**src/rtl/perf_pkg.sv**
```systemverilog
`default_nettype none
// ============================================================================
// Module      : perf_pkg
// Description : Shared types and counter-index constants for the
//               performance-monitor unit.
// Revision    : 1.0 - initial release
// ============================================================================
package perf_pkg;

  // Monitor sequencing: arm -> count -> dump -> finished
  typedef enum logic [1:0] {
    IDLE = 2'd0,
    RUN  = 2'd1,
    DUMP = 2'd2,
    DONE = 2'd3
  } state_t;

  // Fixed positions in the counter bank; event counters follow CNT_EVT_BASE
  localparam int CNT_CYCLE    = 0;
  localparam int CNT_INSN     = 1;
  localparam int CNT_EVT_BASE = 2;

endpackage
`default_nettype wire

```
**src/rtl/perf_sat_counter.sv**
```systemverilog
`default_nettype none
// ============================================================================
// Module      : perf_sat_counter
// Description : Saturating up-counter with synchronous clear and a sticky
//               overflow flag raised when an increment hits all-ones.
// Revision    : 1.0 - initial release
// ============================================================================
module perf_sat_counter #(
  parameter int CNT_W = 32
) (
  input  logic             clk,
  input  logic             reset_n,
  input  logic             clr,
  input  logic             inc,
  output logic [CNT_W-1:0] value,
  output logic             ovf
);

  // Clear wins over increment; at all-ones the value holds and ovf latches
  always_ff @(posedge clk) begin
    if (!reset_n) begin
      value <= '0;
      ovf   <= 1'b0;
    end else if (clr) begin
      value <= '0;
      ovf   <= 1'b0;
    end else if (inc) begin
      if (&value) begin
        ovf <= 1'b1;
      end else begin
        value <= value + 1'b1;
      end
    end
  end

endmodule
`default_nettype wire

```
**src/rtl/perf_counter_unit.sv**
```systemverilog
`default_nettype none
// ============================================================================
// Module      : perf_counter_unit
// Description : Performance monitor: cycle, retired-instruction and NUM_EVT
//               event counters, armed by i_start, stopped by a retiring
//               instruction at a halt PC, then dumped word by word over a
//               valid/ready port.
//               Optional build macro PERF_CYCLE_LIMIT_EN adds MAX_CYCLES and
//               o_timeout: the run is cut off after MAX_CYCLES cycles.
// Revision    : 1.0 - initial release
// ============================================================================
module perf_counter_unit
  import perf_pkg::*;
#(
  parameter int             NUM_EVT  = 2,
  parameter int             CNT_W    = 32,
  parameter int             PC_W     = 32,
  parameter logic [PC_W-1:0] HALT_PC0 = 32'h1c,
  parameter logic [PC_W-1:0] HALT_PC1 = 32'h20
`ifdef PERF_CYCLE_LIMIT_EN
  , parameter int           MAX_CYCLES = 1_000_000
`endif
) (
  input  logic                          i_clk,
  input  logic                          i_reset,
  input  logic                          i_start,
  input  logic                          i_insn_vld,
  input  logic [PC_W-1:0]               i_pc,
  input  logic [NUM_EVT-1:0]            i_evt,
  output logic                          o_busy,
  output logic                          o_done,
  output logic                          o_rd_valid,
  input  logic                          i_rd_ready,
  output logic [$clog2(NUM_EVT+2)-1:0]  o_rd_idx,
  output logic [CNT_W-1:0]              o_rd_data,
  output logic [NUM_EVT+1:0]            o_ovf
`ifdef PERF_CYCLE_LIMIT_EN
  , output logic                        o_timeout
`endif
);

  localparam int               NUM_CNT  = NUM_EVT + 2;
  localparam int               IDX_W    = $clog2(NUM_CNT);
  localparam logic [IDX_W-1:0] LAST_IDX = IDX_W'(NUM_CNT - 1);

  state_t             state;
  logic               run;
  logic               start_ok;
  logic               halt;
  logic               limit_hit;
  logic [NUM_CNT-1:0] inc;
  logic [CNT_W-1:0]   cnt_val [NUM_CNT];

  // Per-cycle decode of the increment enables and the run-stop conditions
  always_comb begin
    run      = (state == RUN);
    start_ok = i_start && ((state == IDLE) || (state == DONE));
    halt     = run && i_insn_vld && ((i_pc == HALT_PC0) || (i_pc == HALT_PC1));
    inc      = '0;
    inc[CNT_CYCLE] = run;
    inc[CNT_INSN]  = run && i_insn_vld;
    for (int k = 0; k < NUM_EVT; k++) begin
      inc[CNT_EVT_BASE + k] = run && i_evt[k];
    end
`ifdef PERF_CYCLE_LIMIT_EN
    // The limiting increment itself is counted, so the dump shows MAX_CYCLES
    limit_hit = run && !halt && (cnt_val[CNT_CYCLE] == CNT_W'(MAX_CYCLES - 1));
`else
    limit_hit = 1'b0;
`endif
  end

  // One saturating counter per monitored quantity
  generate
    for (genvar i = 0; i < NUM_CNT; i++) begin : g_cnt
      perf_sat_counter #(
        .CNT_W (CNT_W)
      ) u_cnt (
        .clk     (i_clk),
        .reset_n (i_reset),
        .clr     (start_ok),
        .inc     (inc[i]),
        .value   (cnt_val[i]),
        .ovf     (o_ovf[i])
      );
    end
  endgenerate

  // Sequencer with registered status/handshake outputs
  always_ff @(posedge i_clk) begin
    if (!i_reset) begin
      state      <= IDLE;
      o_busy     <= 1'b0;
      o_done     <= 1'b0;
      o_rd_valid <= 1'b0;
      o_rd_idx   <= '0;
`ifdef PERF_CYCLE_LIMIT_EN
      o_timeout  <= 1'b0;
`endif
    end else begin
      case (state)
        IDLE, DONE: begin
          if (i_start) begin
            state  <= RUN;
            o_busy <= 1'b1;
            o_done <= 1'b0;
`ifdef PERF_CYCLE_LIMIT_EN
            o_timeout <= 1'b0;
`endif
          end
        end
        RUN: begin
          if (halt || limit_hit) begin
            state      <= DUMP;
            o_rd_valid <= 1'b1;
            o_rd_idx   <= '0;
`ifdef PERF_CYCLE_LIMIT_EN
            if (limit_hit) begin
              o_timeout <= 1'b1;
            end
`endif
          end
        end
        DUMP: begin
          if (i_rd_ready) begin
            if (o_rd_idx == LAST_IDX) begin
              state      <= DONE;
              o_busy     <= 1'b0;
              o_done     <= 1'b1;
              o_rd_valid <= 1'b0;
              o_rd_idx   <= '0;
            end else begin
              o_rd_idx <= o_rd_idx + 1'b1;
            end
          end
        end
        default: begin
          state <= IDLE;
        end
      endcase
    end
  end

  // Dump word: counters are frozen during DUMP, so selecting by the
  // registered index yields a stable value until the word is accepted
  always_comb begin
    o_rd_data = '0;
    if (o_rd_valid) begin
      for (int i = 0; i < NUM_CNT; i++) begin
        if (o_rd_idx == IDX_W'(i)) begin
          o_rd_data = cnt_val[i];
        end
      end
    end
  end

endmodule
`default_nettype wire

```
**config.mk**
```make
export PLATFORM = sky130hd
export DESIGN_NAME = perf_counter_unit
export DESIGN_NICKNAME = d
export VERILOG_FILES = /design/src/rtl/perf_pkg.sv /design/src/rtl/perf_sat_counter.sv /design/src/rtl/perf_counter_unit.sv
export SDC_FILE = /design/constraint.sdc
export NUM_CORES = 1
export LEC_CHECK = 0
export ABC_AREA = 1
export CAP_MARGIN = 20
export CORE_MARGIN = 5
export CORE_UTILIZATION = 40
export CTS_CLUSTER_SIZE = 20
export DETAILED_ROUTE_END_ITERATION = 16
export SLEW_MARGIN = 15
export SYNTH_ARGS = -nofsm -noshare
export SYNTH_HDL_FRONTEND = slang
export SYNTH_SLANG_ARGS = --single-unit
```
**constraint.sdc**
```tcl
create_clock -name i_clk -period 2.4 [get_ports i_clk]
set_input_delay 0.24 -clock i_clk [delete_from_list [all_inputs] [get_ports i_clk]]
set_output_delay 0.24 -clock i_clk [all_outputs]
set_load 0.005 [all_outputs]
```
Yosys cells after proc, flatten, opt, wreduce, memory -nomap -nowiden
Index checks and enable logic that the tools add are counted.
{"block": "op_classes", "addsub": 5, "eq_ne": 12, "muxes": 24, "bitwise_logic": 5, "n_reduce_logical": 29}
{"cell": "two-way mux 32 bit", "count": 5}
{"cell": "AND reduction 33 bit", "count": 4}
{"cell": "adder 32 x 1 -> 32 bit, second input constant", "count": 4}
{"cell": "AND reduction 32 bit", "count": 4}
{"cell": "equality test 32 x 5 -> 1 bit, second input constant", "count": 1}
{"cell": "equality test 32 x 6 -> 1 bit, second input constant", "count": 1}
{"cell": "two-way mux 2 bit", "count": 7}
{"cell": "AND reduction 4 bit", "count": 3}
{"cell": "equality test 2 bit, second input constant", "count": 4}
{"cell": "inequality test 2 bit, second input constant", "count": 4}
{"cell": "AND reduction 2 bit", "count": 4}
{"cell": "two-way mux 1 bit", "count": 7}
{"cell": "one-hot mux 1 bit (2 select lines)", "count": 3}
{"cell": "one-hot mux 2 bit (3 select lines)", "count": 1}
{"cell": "logical AND 1 bit", "count": 5}
{"cell": "NOT 1 bit", "count": 5}
{"cell": "equality test 2 x 1 -> 1 bit, second input constant", "count": 2}
{"cell": "logical NOT 2 bit", "count": 2}
{"cell": "one-hot mux 2 bit (2 select lines)", "count": 1}
{"cell": "nonzero test 2 bit", "count": 2}
{"cell": "OR reduction 2 bit", "count": 2}
{"cell": "AND reduction 3 bit", "count": 1}
{"cell": "adder 2 x 1 -> 2 bit, second input constant", "count": 1}
{"cell": "logical OR 1 bit", "count": 2}
{"block": "word_totals", "register_bits": 139, "output_inout_bits": 41}

Longest topological paths before layout
Gate-level depths: netlist of run 1.
{"block": "logic_depth", "ltp_word": 6, "ltp_mapped": 13, "mapped_depth_nobuf": 13}

By module
Synthesis of run 1 repeated with hierarchy kept, for this count alone.
{"block": "unflattened", "cells_unflattened": 1648, "hier_area_um2": 9954.5}
{"module": "perf_sat_counter at g_cnt[0].u_cnt ...", "instances": 3, "cells_each": 331, "area_per_inst_um2": 2077.0}
{"module": "perf_sat_counter at g_cnt[3].u_cnt", "instances": 1, "cells_each": 332, "area_per_inst_um2": 1984.4}
{"module": "perf_counter_unit", "instances": 1, "cells_each": 323, "area_per_inst_um2": 1739.2}

Worst setup path before layout of run 1
Ideal clock, no wire load.
{"block": "synth_timing", "kind": "reg2out", "startpoint": "register o_rd_idx[0]", "endpoint": "output port o_rd_data[25]", "arrival_time_ns": 1.551, "required_time_ns": 2.160, "path_slack_ns": 0.609, "path_stages_with_launch": 10, "path_cell_list": "dfxtp_1 inv_1 ha_1 clkinv_1 clkbuf_1 o21ai_0 o21ai_0 o21ai_0 o21ai_0 nor2_1"}
{"block": "synth_between", "elab_chain_len": 6}
{"element": "start, declared", "line": "perf_counter_unit.sv:34", "rtl": "output logic [$clog2(NUM_EVT+2)-1:0] o_rd_idx,"}
{"element": "start signal, assigned", "line": "perf_counter_unit.sv:133", "rtl": "o_rd_idx <= o_rd_idx + 1'b1;"}
{"element": "logical NOT 2 bit", "line": "perf_counter_unit.sv:150", "rtl": "if (o_rd_idx == IDX_W'(i)) begin"}
{"element": "two-way mux 32 bit (3 in series)", "line": "perf_counter_unit.sv:150"}
{"element": "two-way mux 32 bit (*)", "line": "perf_counter_unit.sv:150"}
{"element": "two-way mux 32 bit (*)", "line": "perf_counter_unit.sv:148", "rtl": "if (o_rd_valid) begin"}
{"element": "end, declared", "line": "perf_counter_unit.sv:35", "rtl": "output logic [CNT_W-1:0] o_rd_data,"}
Every way passes the cells marked *; elsewhere a longest branch is shown, timed or not.

Final worst setup path of run 1
{"block": "layout_timing", "startpoint": "register o_rd_idx[0]", "endpoint": "output port o_rd_data[14]"}
The elaborated chain is that of the path after synthesis.

==> results of run 1 <==
[state kept, by name (all words and copies together), names as in the netlist]
signal,cells
o_rd_valid,1
o_done,1
state,2
o_busy,1
g_cnt.u_cnt.ovf,4
o_rd_idx,2
g_cnt.u_cnt.value,128
[logic make-up after synthesis]
logic type,count (synthesis),share of synthesized area
simple gates,961,0.4227
compound gates,283,0.1524
buf+inv,199,0.08983
flops,139,0.2854
xor+xnor,41,0.03683
fa+ha+maj,10,0.01283
[Yosys cell counts (all sizes together)]
library cell,instances,area (um^2)
o21bai,2,18.77
nand4,23,143.9
o21ai,133,665.6
inv,134,508.0
buf,25,217.7
nor4,1,6.260
xnor2,7,61.31
a21oi,131,674.4
dfxtp,139,2783
nor3b,1,7.510
xor2,34,297.8
nor3,48,280.3
o31ai,6,45.04
nor2,270,1104
nand2,529,2069
nand3,68,360.4
o21a,5,37.54
ha,10,125.1
and2,4,25.02
clkinv,2,7.510
a211oi,6,45.04
nand3b,15,112.6
and3,2,12.51
clkbuf,38,142.6
[cell usage in the layout (no fill, tap or decap), types with 8 or more instances in the layout]
master           synthesis  final
nor2_1                 251    251
nor3_2                   8      8
nand3_1                 64     64
a21oi_1                128    116
xor2_1                  34     34
nand3b_1                15     15
dfxtp_1                139    137
nor3_1                  40     40
nand2_1                515    515
a21oi_2                  2     12
nand4_1                 23     23
inv_1                  130    126
buf_4                    7     30
clkdlybuf4s50_1          0     47
clkbuf_2                 0     15
o21ai_1                 14     80
nor2_2                  14     14
clkbuf_16                0     18
o21ai_0                119     45
o21ai_2                  0      8
[report_power, final]
| part | switching (mW) | internal, mW | total (mW) |
|---|---|---|---|
| clock | 1.11 | 1.64 | 2.74 |
| combinational | 2.14 | 1.16 | 3.30 |
| sequential | 0.0784 | 2.39 | 2.47 |
| total | 3.33 | 5.19 | 8.52 |
[area by class of cell]
| type | count | area share |
|---|---|---|
| repair buffers | 120 | 0.09857 |
| multi-input cells | 1295 | 0.5345 |
| clock buffers | 18 | 0.03655 |
| clock inverters | 13 | 0.01396 |
| inverters | 136 | 0.04444 |
| flip-flops and latches | 139 | 0.2374 |
| well taps | 324 | 0.03453 |
[worst paths after layout]
check	start	endpoint	slack (ns)	cells past startpoint
max	o_rd_idx[0]	o_rd_data[14]	0.03	9
max reg2reg	g_cnt[1].u_cnt.value[0]	g_cnt[1].u_cnt.value[3]	0.26	11
min	i_reset	o_rd_idx[0]	0.46	3
min reg2reg	o_busy	o_busy	0.46	2
[layer usage]
metal  global-route usage  up-vias
li1                     -     5409
met1               0.3315     4828
met2               0.3777      322
met3              0.03618       52
met4              0.08142        0
met5                    0        -
[critical path: stages (launching register included)]
cell             delay, ns
dfxtp_4               0.37
inv_2                 0.05
buf_4                 0.15
ha_4                  0.20
buf_12                0.16
a21oi_1               0.12
o31ai_1               0.09
a21oi_1               0.23
a211oi_1              0.08
clkdlybuf4s15_1       0.24
[what timing repair did]
| item | 4_1_cts | 5_1_grt |
|---|---|---|
| setup endpoints to repair | 32 | 32 |
| pin swaps | 15 | 23 |
| cloned | 3 | 1 |
| resized for setup | 122 | 87 |
| buffers inserted | 1 | 0 |
| hold buffers | 0 | 0 |
==> results_dict.tcl, run 1 <==
set metrics [dict create \
    powerDensity_nw_per_um2 725.5 \
    grt_pass1_vias 9752 \
    placed_area_um2 10960 \
    gp_congestion 0.9772 \
    synth_fp_nets 1682 \
    cp-start-kind "flop" \
    first_pass_iters 7 \
    clock_latency_ns 0.43 \
    maxSlewHeadroom 0.5102 \
    power.leakage_nw 4.079 \
    drc 0 \
    die-area_um2 27600 \
    instances_no_fill 2045 \
    antenna_found_initial 0 \
    nFillCells 2536 \
    synth_area_per_cell_um2 5.971 \
    dpl.cell_count 2011 \
    ios 80 \
    layout_min_cycle_time_ns 2.365 \
    final_cell_area_um2 11740 \
    synth_cell_types 40 \
    cts_root_buf "clkbuf_16" \
    crit_path_max_fanout 12 \
    final.setup.tns_ns 0 \
    top_layer "met4" \
    start_util 0.4033 \
    die_y_um 166.1 \
    syn_to_final_growth_pct 20.42 \
    drt_wl_total_mm 33.65 \
    ant_nets 0 \
    hold_path.class "input port to flop" \
    dp_hpwl_mm 25.78 \
    numClockSinks 139 \
    post-route-period-util 0.9856 \
    nets 1758 \
    drive_gt1_frac 0.1075 \
    n_antenna_cell 0 \
    setup_viol 0 \
    synthCells 1633 \
    post-route-util 0.4856 \
    finalHoldViolations 0 \
    multi_input_area_um2 6276 \
    total_power_mw 8.518 \
    rsz0062_at_grt "yes" \
    vias 10610 \
    drt-initial-drc-count 965 \
    yosysWarnings 0 \
    maxCapViolations 0 \
    outcome "complete, no violations" \
    ys_seq_area_frac 0.2854 \
    track_usage 0.2382 \
    wl_met2_mm 15.11 \
    skew_ns 0.01428 \
    whs_ns 0.4600 \
    max_freq_ghz 0.4228 \
    grt_pass1_wl_mm 53.16 \
    worstPathRequired_ns 2.16 \
    clkTransAtPathRegs_ns 0.06 \
    finalMaxSlewViolations 0 \
    grt_max_degree 44 \
    dr_wl_met3_mm 1.854 \
    grt_overflow_total 0 \
    cts_made_buffers 17 \
    tightest_slew_ns 0.7330 \
    m1WireLength_mm 15.69 \
    worst_slack_ns 0.03458 \
    tritoncts "done" \
    peakVddDrop_mv 0.3811 \
    timing.setup.critical_path_class "flop to output pin" \
    seq_area_um2 2788 \
    clk_path_buf_depth 2 \
    dieWidth_um 166.1 \
    arrival_ns 2.13 \
    coreArea_um2 24180 \
    viasPerCell 5.189 \
    htree_levels 4 \
    syn_area_um2 9751 \
    dp_slack_ns -0.0006171 \
    wl_per_cell_um 16.45 \
    endpoint_kind "output pin" \
    port_buffers 79 \
    fp-row-count 57 \
    synth_seq_cells 139 \
]
No activity file was read; power rests on OpenSTA's default activity.
==> run 2: changes to the inputs <==
--- a/config.mk
+++ b/config.mk
@@ -9,8 +9,10 @@
 export CAP_MARGIN = 20
 export CORE_MARGIN = 5
 export CORE_UTILIZATION = 40
+export CTS_CLUSTER_DIAMETER = 80
 export CTS_CLUSTER_SIZE = 20
 export DETAILED_ROUTE_END_ITERATION = 16
+export REMOVE_ABC_BUFFERS = 1
 export SLEW_MARGIN = 15
 export SYNTH_ARGS = -nofsm -noshare
 export SYNTH_HDL_FRONTEND = slang
==> results_dict.tcl, run 2 (synthesis results as in run 1) <==
set metrics [dict create \
    swShare 0.3804 \
    power.leakage_nw 4.286 \
    maxCapViolations 0 \
    ios 80 \
    drt_wl_total_mm 33.85 \
    first_pass_iters 5 \
    drt-initial-drc-count 963 \
    htree_levels 4 \
    fp-row-count 57 \
    crit_path_max_fanout 16 \
    gp_congestion 0.9681 \
    nFillCells 2529 \
    instances_no_fill 2069 \
    nets 1782 \
    finalHoldViolations 0 \
    rsz0062_at_grt "yes" \
    layout_min_cycle_time_ns 2.423 \
    sequentialPowerShare 0.273 \
    track_usage 0.2362 \
    syn_to_final_growth_pct 23.97 \
    finalMaxSlewViolations 0 \
    cts_made_buffers 17 \
    top_regs "g_cnt.u_cnt.value: 128 flops, g_cnt.u_cnt.ovf: 4 flops" \
    internal_power_mw 5.614 \
    final_cell_mix "nand2_1, nor2_1, dfxtp_1" \
    cp_slowest_stage_delay_ns 0.37 \
    dieWidth_um 166.1 \
    vias 10850 \
    regMostFlops "g_cnt.u_cnt.value" \
    die_y_um 166.1 \
    critPathSlowestCell "dfxtp_4" \
    path_cells "buf_4, ha_4, bufbuf_16, a21oi_1, o21ai_2, buf_4, o21ai_0, nor2_1, clkdlybuf4s15_2" \
    hold_path.class "flop to flop" \
    clock_latency_ns 0.43 \
    port_buffers 79 \
    drive_gt1_frac 0.1175 \
    wl_per_cell_um 16.36 \
    cts_root_buf "clkbuf_16" \
    largest_register_ffs 128 \
    maxSlewHeadroom 0.6022 \
    max_freq_ghz 0.4127 \
    peakVddDrop_mv 0.3598 \
    m1WireLength_mm 15.15 \
    viasPerCell 5.245 \
    cp_common_cell "buf_4" \
    violations "negative setup slack" \
    skew_ns 0.01525 \
    coreArea_um2 24180 \
    die-area_um2 27600 \
    endpoint_kind "output pin" \
    tritoncts "done" \
    dp_hpwl_mm 25.36 \
    cp_top_family "buffers and inverters" \
    top_layer "met4" \
    post-route-util 0.5000 \
    setup_viol 2 \
    power_switching_mw 3.446 \
    grt_pass1_wl_mm 52.56 \
    dpl.cell_count 2021 \
    grt_overflow_total 0 \
    antenna_found_initial 0 \
    n_antenna_cell 0 \
    clk_path_buf_depth 2 \
    start_util 0.4033 \
    min_delay_path_depth 2 \
    worst_slack_ns -0.02334 \
    worstPathRequired_ns 2.16 \
    timing.setup.critical_path_class "flop to output pin" \
    dr_wl_met3_mm 2.180 \
    powerDensity_nw_per_um2 749.5 \
    worst_r2r_path_depth 10 \
    tightest_slew_ns 0.5960 \
    outcome "complete, but fails checks" \
    combPwrFrac 0.395 \
    clkTransAtPathRegs_ns 0.07 \
    drc 0 \
    path_buf_inv 4 \
    layout_commonest_cell "nand2_1" \
    arrival_ns 2.18 \
    grt_pass1_vias 9835 \
    post-route-period-util 1.010 \
    wl_met2_mm 15.43 \
    final.setup.tns_ns -0.03652 \
    clkPwrFrac 0.332 \
    grt_max_degree 85 \
    numClockSinks 139 \
    cp-start-kind "flop" \
    ant_nets 0 \
    whs_ns 0.4449 \
    path_depth 9 \
]
## run 2: cell types whose count changed in the layout (fill, tap and decap cells not counted), moves of 3 or more
cell           before  now
a21oi_1           116  107
a21oi_2            12   16
a21oi_4             3    8
buf_4              30   49
buf_6               1    8
clkbuf_2           15    2
dlygate4sd2_1       4   17
inv_6               4    1
o21ai_0            45   56
o21ai_1            80   73
o21ai_2             8    4
## run 2: per-layer routing
layer / global-route usage / up-vias
li1: - / 5459
met1: 0.3153 / 4988
met2: 0.3865 / 354
met3: 0.03832 / 50
met4: 0.08572 / 0
met5: 0 / -
## run 2: final timing paths
kind | from | endpoint | slack [ns]
setup / recovery | o_rd_idx[0] | o_rd_data[23] | -0.02
hold / removal | o_busy | o_busy | 0.44
setup reg to reg | g_cnt[1].u_cnt.value[1] | g_cnt[1].u_cnt.value[15] | 0.22
hold reg to reg | o_busy | o_busy | 0.44
## run 2: cell type report
class                           count  area [um^2]  area share
Sequential cell                   139         2788      0.2306
Tap cell                          324        405.4     0.03354
Multi-Input combinational cell   1295         6359      0.5260
Timing Repair Buffer              144         1359      0.1124
Clock inverter                     11        192.7     0.01594
Inverter                          136        528.0     0.04368
Clock buffer                       20        456.7     0.03778
## run 2: worst min-delay path: cells and delay by family (launching register included)
family / cells / cell delay, ns
AO/OA/AOI/OAI: 1 / 0.05
buffers and inverters: 1 / 0.05
flip-flops: 1 / 0.31
## run 2: through the flow
stage               worst slack, ns  area (um^2)  power, mW
CTS                         -0.1945        11880      8.749
global placement            0.01698        11010      5.428
floorplan                    -1.872         9390      4.057
finish                     -0.02334        12090      9.060
detailed placement         0.006433        11010      5.457
global route               -0.09674        12090      9.499
## run 2: power groups by stage
stage	logic [mW]	registers [mW]	clock network [mW]
2_1_floorplan	1.56	2.49	0
3_3_place_gp	2.93	2.50	0
3_5_place_dp	2.95	2.50	0
4_1_cts	3.23	2.47	3.05
5_1_grt	3.87	2.48	3.15
6_report	3.58	2.47	3.01
## run 2: what timing repair did
action,4_1_cts,5_1_grt
gates resized for setup,132,73
setup buffers,8,6
hold buffers,0,0
cloned,2,1
endpoints found under the setup margin,32,36
pin swaps,18,14
==> run 3: changes to the inputs <==
--- a/config.mk
+++ b/config.mk
@@ -6,7 +6,6 @@
 export NUM_CORES = 1
 export LEC_CHECK = 0
 export ABC_AREA = 1
-export CAP_MARGIN = 20
 export CORE_MARGIN = 5
 export CORE_UTILIZATION = 40
 export CTS_CLUSTER_DIAMETER = 80
==> results of run 3 <==
Final layout, timing and power as in run 2 (identical DEF).
